<file path="src/rtl/memory_bus_ctrl.sv">
// -----------------------------------------------------------------------------
// memory_bus_ctrl
//
// Sequences single memory requests from the Z8 core's external memory port
// onto a 2k program ROM and an 8k data RAM. Both memories have a registered
// read port.
//
// Each request passes through IDLE -> STROBE -> WAIT -> RESP -> IDLE:
//   - a one-cycle strobe is issued to the selected memory,
//   - the controller then waits waitStates+1 cycles,
//   - the response is returned as a one-cycle rspValid pulse.
//
// Parameters:
//   waitStates  extra cycles between strobe and data capture (0..15)
//   ramBase     8k-aligned base address of the RAM window
//
// Ports:
//   clk, reset                    clock, synchronous active-high reset
//   reqValid/reqReady             request handshake
//   reqWrite/reqAddr/reqData      request attributes (sampled on handshake)
//   rspValid/rspData              one-cycle response pulse and held data
//   romAddr/romStrobe/romData     program ROM port
//   ramAddr/ramDataIn/ramWrite/
//   ramStrobe/ramData             data RAM port
//   fault                         sticky illegal-access flag
//
// Optional feature: define MEMBUS_FAULT_EN to make fault latch on ROM writes
// and unmapped accesses. When the macro is undefined, fault is tied low and
// illegal accesses still complete with rspData 8'hFF.
// -----------------------------------------------------------------------------
module memory_bus_ctrl #(
    parameter int unsigned waitStates = 0,
    parameter logic [15:0] ramBase    = 16'h8000
) (
    input  logic        clk,
    input  logic        reset,
    input  logic        reqValid,
    input  logic        reqWrite,
    input  logic [15:0] reqAddr,
    input  logic [7:0]  reqData,
    output logic        reqReady,
    output logic        rspValid,
    output logic [7:0]  rspData,
    output logic [10:0] romAddr,
    output logic        romStrobe,
    input  logic [7:0]  romData,
    output logic [12:0] ramAddr,
    output logic [7:0]  ramDataIn,
    output logic        ramWrite,
    output logic        ramStrobe,
    input  logic [7:0]  ramData,
    output logic        fault
);

    typedef enum logic [1:0] {
        S_IDLE,
        S_STROBE,
        S_WAIT,
        S_RESP
    } state_t;

    localparam logic [3:0] WAIT_LAST = 4'(waitStates);
    localparam logic [2:0] RAM_PAGE  = ramBase[15:13];

    state_t      state_q;
    logic [3:0]  cnt_q;
    logic        romRd_q;     // latched: mapped ROM read
    logic        ramAcc_q;    // latched: mapped RAM read or write
    logic        rspValid_q;
    logic [7:0]  rspData_q;
    logic [10:0] romAddr_q;
    logic        romStrobe_q;
    logic [12:0] ramAddr_q;
    logic [7:0]  ramDataIn_q;
    logic        ramWrite_q;
    logic        ramStrobe_q;

    // ROM wins any overlap, so a badly chosen ramBase cannot double-select.
    logic hitRom;
    logic hitRam;
    assign hitRom = (reqAddr[15:11] == 5'd0);
    assign hitRam = !hitRom && (reqAddr[15:13] == RAM_PAGE);

    always_ff @(posedge clk) begin
        if (reset) begin
            state_q     <= S_IDLE;
            cnt_q       <= 4'd0;
            romRd_q     <= 1'b0;
            ramAcc_q    <= 1'b0;
            rspValid_q  <= 1'b0;
            rspData_q   <= 8'h00;
            romAddr_q   <= 11'd0;
            romStrobe_q <= 1'b0;
            ramAddr_q   <= 13'd0;
            ramDataIn_q <= 8'h00;
            ramWrite_q  <= 1'b0;
            ramStrobe_q <= 1'b0;
        end else begin
            // Pulse outputs default low; each is raised for exactly one cycle.
            rspValid_q  <= 1'b0;
            romStrobe_q <= 1'b0;
            ramStrobe_q <= 1'b0;
            ramWrite_q  <= 1'b0;
            case (state_q)
                S_IDLE: begin
                    if (reqValid) begin
                        romAddr_q   <= reqAddr[10:0];
                        ramAddr_q   <= reqAddr[12:0];
                        ramDataIn_q <= reqData;
                        romRd_q     <= hitRom && !reqWrite;
                        ramAcc_q    <= hitRam;
                        // Strobes are registered here so they are high
                        // exactly during the STROBE state.
                        romStrobe_q <= hitRom && !reqWrite;
                        ramStrobe_q <= hitRam;
                        ramWrite_q  <= hitRam && reqWrite;
                        state_q     <= S_STROBE;
                    end
                end
                S_STROBE: begin
                    cnt_q   <= 4'd0;
                    state_q <= S_WAIT;
                end
                S_WAIT: begin
                    if (cnt_q == WAIT_LAST) begin
                        // RAM echoes write data on its read port, so both
                        // RAM reads and writes capture ramData.
                        if (romRd_q) begin
                            rspData_q <= romData;
                        end else if (ramAcc_q) begin
                            rspData_q <= ramData;
                        end else begin
                            rspData_q <= 8'hFF;
                        end
                        rspValid_q <= 1'b1;
                        state_q    <= S_RESP;
                    end else begin
                        cnt_q <= cnt_q + 4'd1;
                    end
                end
                S_RESP: begin
                    state_q <= S_IDLE;
                end
                default: begin
                    state_q <= S_IDLE;
                end
            endcase
        end
    end

`ifdef MEMBUS_FAULT_EN
    logic fault_q;

    // Set on the edge entering RESP so fault is already high in the RESP cycle.
    always_ff @(posedge clk) begin
        if (reset) begin
            fault_q <= 1'b0;
        end else if (state_q == S_WAIT && cnt_q == WAIT_LAST &&
                     !romRd_q && !ramAcc_q) begin
            fault_q <= 1'b1;
        end
    end

    assign fault = fault_q;
`else
    assign fault = 1'b0;
`endif

    assign reqReady  = (state_q == S_IDLE) && !reset;
    assign rspValid  = rspValid_q;
    assign rspData   = rspData_q;
    assign romAddr   = romAddr_q;
    assign romStrobe = romStrobe_q;
    assign ramAddr   = ramAddr_q;
    assign ramDataIn = ramDataIn_q;
    assign ramWrite  = ramWrite_q;
    assign ramStrobe = ramStrobe_q;

endmodule

</file>
<file path="config.mk">
export PLATFORM = sky130hd
export DESIGN_NAME = memory_bus_ctrl
export DESIGN_NICKNAME = d
export VERILOG_FILES = /design/src/rtl/memory_bus_ctrl.sv
export SDC_FILE = /design/constraint.sdc
export NUM_CORES = 1
export LEC_CHECK = 0
export CORE_ASPECT_RATIO = 0.6
export CORE_MARGIN = 1.5
export CORE_UTILIZATION = 35
export CTS_BUF_LIST = sky130_fd_sc_hd__clkbuf_16
export DETAILED_ROUTE_END_ITERATION = 12
export PLACE_DENSITY = 0.78
export SLEW_MARGIN = 5
export SYNTH_ARGS = -nofsm -noshare
export SYNTH_HDL_FRONTEND = slang
export SYNTH_SLANG_ARGS = --single-unit
</file>
<file path="constraint.sdc">
create_clock -name clk -period 1.26 [get_ports clk]
set_input_delay 0.315 -clock clk [delete_from_list [all_inputs] [get_ports clk]]
set_output_delay 0.315 -clock clk [all_outputs]
set_load 0.005 [all_outputs]
</file>
==> results_dict.tcl, run 1 <==
set metrics [dict create \
    core_area_sq_um 4610 \
    viasPerCell 4.89 \
    cp.arrival_ns 1.61 \
    endpoint_kind "flip-flop" \
    powerDensity_nw_per_um2 1670 \
    status "finished, violations left" \
    synth_compound_area_frac 0.180 \
    first_iter_violations 45 \
    cts.sinks 41 \
    cts_htree_levels 2 \
    cts_tree "yes" \
    layout.nets 347 \
    diodes 0 \
    cp_max_fo 7 \
    dp_slack_ns -0.454 \
    synthCells 197 \
    antenna_found_initial 0 \
    regArea_sq_um 838 \
    synth.cell_area_sq_um 1690 \
    gp_congestion 0.787 \
    async_reset_ff_frac 0 \
    hpwlAfterDp_mm 3.57 \
    crit_required_ns 1.47 \
    fin_crit_ns 1.40 \
    grt_usage 0.201 \
    hold_class "reg2reg" \
    cap_violations 0 \
    grt_max_degree 21 \
    die_area_sq_um 5270 \
    leakage_uw 0.00143 \
    synth_fp_nets 247 \
    cts-root-buf "clkbuf_16" \
    avgSynthCellArea_sq_um 8.59 \
    synth-edff-count 0 \
    fin_crit_sh 1.11 \
    wirelength_mm 5.33 \
    setup_violations 15 \
    final_cells 361 \
    place_inst 350 \
    yosys.area_share.xor_xnor 0 \
    syn_to_final_growth_pct 83.4 \
    ant_nets 0 \
    muxShareOfSynthArea 0.00592 \
    portBuffers 88 \
    fmax_mhz 715 \
    first_pass_iters 4 \
    cts_buffers 5 \
    routedWlPerCell_microns 14.8 \
    yosysUniqueCellTypes 32 \
    yosysSeqAreaShare 0.485 \
    clockBufferDepth 2 \
    synth_ff_type "dfxtp_1" \
    violations "setup timing" \
    fin_util 0.673 \
    drive_above_1_share 0.272 \
    peakVddDrop_v 0.00101 \
    layout_setup_ws_ns -0.138 \
    slew_violations 0 \
    io_pins 90 \
    final_hold_viol_count 0 \
    synth_top_family_by_area "simple AND/OR/NAND/NOR gates" \
    grt_pass1_wl_mm 8.16 \
    synth-simple-area-share 0.186 \
    grt_overflow_total 0 \
    cts_hold_buffers 0 \
    fillers 379 \
    clkTransAtPathRegs_ns 0.06 \
    yosysWarnings 0 \
    ys_ff_latch 41 \
    num_vias 1764 \
    multiInputGateArea_sq_um 907 \
    rows 19 \
    first_global_vias 1730 \
    rsz0062_at_grt "yes" \
    start_util 0.367 \
    clock_skew_ns 0.00422 \
    synthAdderAreaFrac 0.0444 \
    die_height_microns 56.9 \
    cp-start-kind "flip-flop" \
    fp.dieW_microns 92.8 \
    route.detailed.drc 0 \
    clock_latency_ns 0.28 \
    crit_type "reg2reg" \
]
-- what timing repair did --
item                       in CTS  in global routing
pin swaps                      13                  4
setup endpoints to repair      86                 39
gates cloned                    0                  1
gates resized for setup        89                 19
buffers inserted                2                  1
-- cell usage after synthesis (2+ instances only) --
cell / instances / area [sq um]
ha_1: 6 / 75.1
inv_1: 9 / 33.8
a21oi_1: 26 / 130
dfxtp_1: 41 / 821
nand2_1: 48 / 180
buf_2: 4 / 20.0
o21ai_0: 4 / 20.0
nand3_1: 4 / 20.0
nor2_1: 2 / 7.51
o2bb2ai_1: 8 / 70.1
clkbuf_1: 4 / 15.0
nor2b_1: 3 / 18.8
o22ai_1: 8 / 50.1
buf_4: 12 / 90.1
-- cell usage in the layout (no fill, tap or decap), types with 3 or more instances in the layout --
master / Yosys / final
buf_4: 12 / 14
o2bb2ai_2: 0 / 6
dfxtp_1: 41 / 27
o22ai_1: 8 / 8
dfxtp_2: 0 / 14
buf_6: 0 / 8
nand2_1: 48 / 46
a21oi_1: 26 / 24
inv_1: 9 / 4
clkdlybuf4s50_1: 0 / 41
ha_4: 0 / 3
ha_1: 6 / 3
inv_2: 0 / 5
clkbuf_16: 0 / 6
dlygate4sd2_1: 0 / 44
-- power by group --
part	internal, uW	total (uW)	switching [uW]
clock	726	1230	503
sequential	1580	1740	163
combinational	1240	2220	977
total	3540	5180	1640
-- worst max-delay path, stage by stage, from the launching register on --
cell	delay, ns
dfxtp_2	0.34
inv_2	0.06
ha_4	0.16
buf_4	0.13
and4bb_4	0.22
nor2_4	0.17
buf_12	0.15
o2bb2ai_2	0.10
-- final cells by class --
type	instances	area share
Multi-Input combinational cell	126	0.292
Clock buffer	5	0.0403
Inverter	9	0.0109
Tap cell	63	0.0254
Clock inverter	3	0.00565
Sequential cell	41	0.270
Timing Repair Buffer	114	0.355
-- per-stage QoR --
stage / instance area (sq um) / TNS [ns] / total power (uW) / hold slack (ns)
after floorplan: 1720 / -0.0199 / 2550 / 0.423
after CTS: 2980 / -1.03 / 4950 / 0.450
final: 3100 / -1.52 / 5180 / 0.452
after global placement: 2730 / -8.27 / 3600 / 0.433
after detailed placement: 2730 / -9.51 / 3640 / 0.440
after global routing: 3100 / -2.15 / 5500 / 0.475
-- flip-flops by register name (all words and copies together) (netlist names) --
signal / cells
ramStrobe: 1
ramDataIn: 8
ramWrite: 1
ramAddr: 3
romRd_q: 1
state_q: 2
romAddr: 10
rspData: 8
rspValid: 1
cnt_q: 4
ramAcc_q: 1
romStrobe: 1
-- final timing paths --
path / from / endpoint / slack [ns] / depth (start not counted)
max: cnt_q[0] / rspData[3] / -0.14 / 7
min: ramDataIn[1] / ramDataIn[1] / 0.45 / 2
max reg2reg: cnt_q[0] / rspData[3] / -0.14 / 7
min reg2reg: ramDataIn[1] / ramDataIn[1] / 0.45 / 2
-- layer usage --
layer	part of all wire	track usage	routed length [microns]
met5	0	0	0
met4	0.020	0.0801	106
met3	0.071	0.0623	377
met2	0.48	0.345	2550
met1	0.43	0.234	2300
-- cell families after synthesis --
logic type                 count (synthesis)
buffers and inverters                     30
adders and majority gates                  6
and+or+nand+nor                           68
muxes                                      1
DFF                                       41
AOI/OAI and AO/OA                         50
other                                      1
(Power assumes the default switching activity.)
==> run 2: changes to the inputs <==
CORE_UTILIZATION = 39   (was 35)
CTS_CLUSTER_DIAMETER = 200   (was unset)
PLACE_DENSITY = 0.82   (was 0.78)
clock period = 1.6 ns   (was 1.26 ns; I/O delays follow)
==> run 2 against run 1 <==
Against the previous run:
- the flow now finishes without violations
- cell area decreased by 9.1%
- combinational power is 33% lower
- clock power is 11% lower
- core utilization increased by 0.80 points
- sequential power decreased by 23%
==> results_dict.tcl, run 2 (synthesis results as in run 1) <==
set metrics [dict create \
    fp.dieW_microns 88.0 \
    fmax_mhz 645 \
    slew_violations 0 \
    cp.arrival_ns 1.15 \
    diodes 0 \
    layout_common_cells "clkdlybuf4s50_1, nand2_1, dfxtp_1" \
    clock_power_share 0.279 \
    endpoint_kind "primary output" \
    grt_overflow_total 0 \
    routedWlPerCell_microns 12.7 \
    crit_slowest_cell "clkdlybuf4s50_1" \
    cts_hold_buffers 0 \
    portBuffers 88 \
    gp_congestion 0.767 \
    layout.nets 334 \
    power_frac_comb 0.378 \
    leakage_uw 0.00112 \
    route.detailed.drc 0 \
    fillers 347 \
    crit_required_ns 1.20 \
    first_iter_violations 25 \
    clkTransAtPathRegs_ns 0.05 \
    status "complete, no violations" \
    clockBufferDepth 2 \
    clock_latency_ns 0.28 \
    cts-root-buf "clkbuf_16" \
    peakVddDrop_v 0.000738 \
    num_vias 1657 \
    cts_buffers 5 \
    powerDensity_nw_per_um2 1390 \
    clock_skew_ns 0.00299 \
    post_dp_cell_area_sq_um 2640 \
    fin_area_sq_um 2820 \
    hpwlAfterDp_mm 3.32 \
    grt_pass1_wl_mm 6.70 \
    viasPerCell 4.80 \
    hold_depth 2 \
    syn_to_final_growth_pct 66.7 \
    grt_usage 0.188 \
    first_pass_iters 4 \
    hold_class "reg2reg" \
    wirelength_mm 4.39 \
    grt_max_degree 30 \
    core_area_sq_um 4140 \
    first_global_vias 1533 \
    post_cts_buffers 0 \
    final_hold_viol_count 0 \
    cap_violations 0 \
    die_area_sq_um 4750 \
    die_height_microns 54.0 \
    cp-start-kind "flip-flop" \
    drive_above_1_share 0.105 \
    mostFrequentLayoutCell "clkdlybuf4s50_1" \
    cp_top_family "buffers and inverters" \
    cp.depth 1 \
    crit_chain "clkdlybuf4s50_1" \
    pwr-share-seq 0.343 \
    fin_util 0.681 \
    fin_crit_sh 0.969 \
    cts.sinks 41 \
    swShare 0.275 \
    ant_nets 0 \
    slowest_delay_ns 0.51 \
    cp_max_fo 3 \
    fin_crit_ns 1.55 \
    cts_htree_levels 2 \
    cell_internal_pwr_uw 2840 \
    p_total_uw 3910 \
    setup_violations 0 \
    rsz0062_at_grt "no" \
    antenna_found_initial 0 \
    hold_slack_ns 0.453 \
    largest_register_ffs 10 \
    io_pins 90 \
    r2r_cells 6 \
    path_buf_inv 1 \
    crit_type "reg2out" \
    cts_tree "yes" \
    p_sw_uw 1070 \
    rows 18 \
    start_util 0.408 \
]
==> run 2: area by class of cell <==
class | count | area [sq um] | area share
Clock inverter | 3 | 37.5 | 0.0133
Multi-Input combinational cell | 126 | 719 | 0.255
Inverter | 9 | 33.8 | 0.0120
Sequential cell | 41 | 825 | 0.292
Tap cell | 60 | 75.1 | 0.0266
Clock buffer | 5 | 125 | 0.0444
Timing Repair Buffer | 101 | 1000 | 0.356
==> run 2: layer usage <==
metal / share of wire / up-vias / GRT usage / wire length, microns
met5: 0 / - / 0 / 0
met4: 0.012 / 0 / 0.0781 / 53
met3: 0.081 / 7 / 0.0629 / 353
met2: 0.45 / 65 / 0.303 / 1980
met1: 0.46 / 755 / 0.233 / 2000
li1: - / 830 / - / -
==> run 2: worst paths after layout <==
path                                    from           end  slack (ns)
worst max-delay path              romAddr[3]    ramAddr[3]        0.05
worst min register to register  ramDataIn[3]  ramDataIn[3]        0.45
worst min-delay path            ramDataIn[3]  ramDataIn[3]        0.45
worst max register to register    state_q[0]    rspData[0]        0.11
==> run 2: repair_timing <==
item,CTS,global route
cloned,0,0
setup endpoints to repair,1,14
pin swaps,1,0
resized for setup,6,6
==> run 2: metrics by stage <==
stage | worst slack, ns | TNS, ns | instances
floorplan | 0.255 | 0 | 197
global placement | -0.235 | -2.03 | 337
detailed placement | -0.272 | -2.62 | 337
CTS | 0.00729 | 0 | 345
global route | 0.00500 | 0 | 345
finish | 0.0495 | 0 | 345
==> run 2: power groups by stage <==
stage	logic (uW)	registers, uW	clock network, uW
after floorplan	614	1370	0
after global placement	1450	1360	0
after detailed placement	1480	1360	0
after CTS	1480	1340	1110
after global routing	1630	1370	1160
final	1480	1340	1090
==> run 3: changes to the inputs <==
SLEW_MARGIN = 15   (was 5)
==> results of run 3 <==
Same layout as run 2: the final DEF is identical, and so are final timing and power.
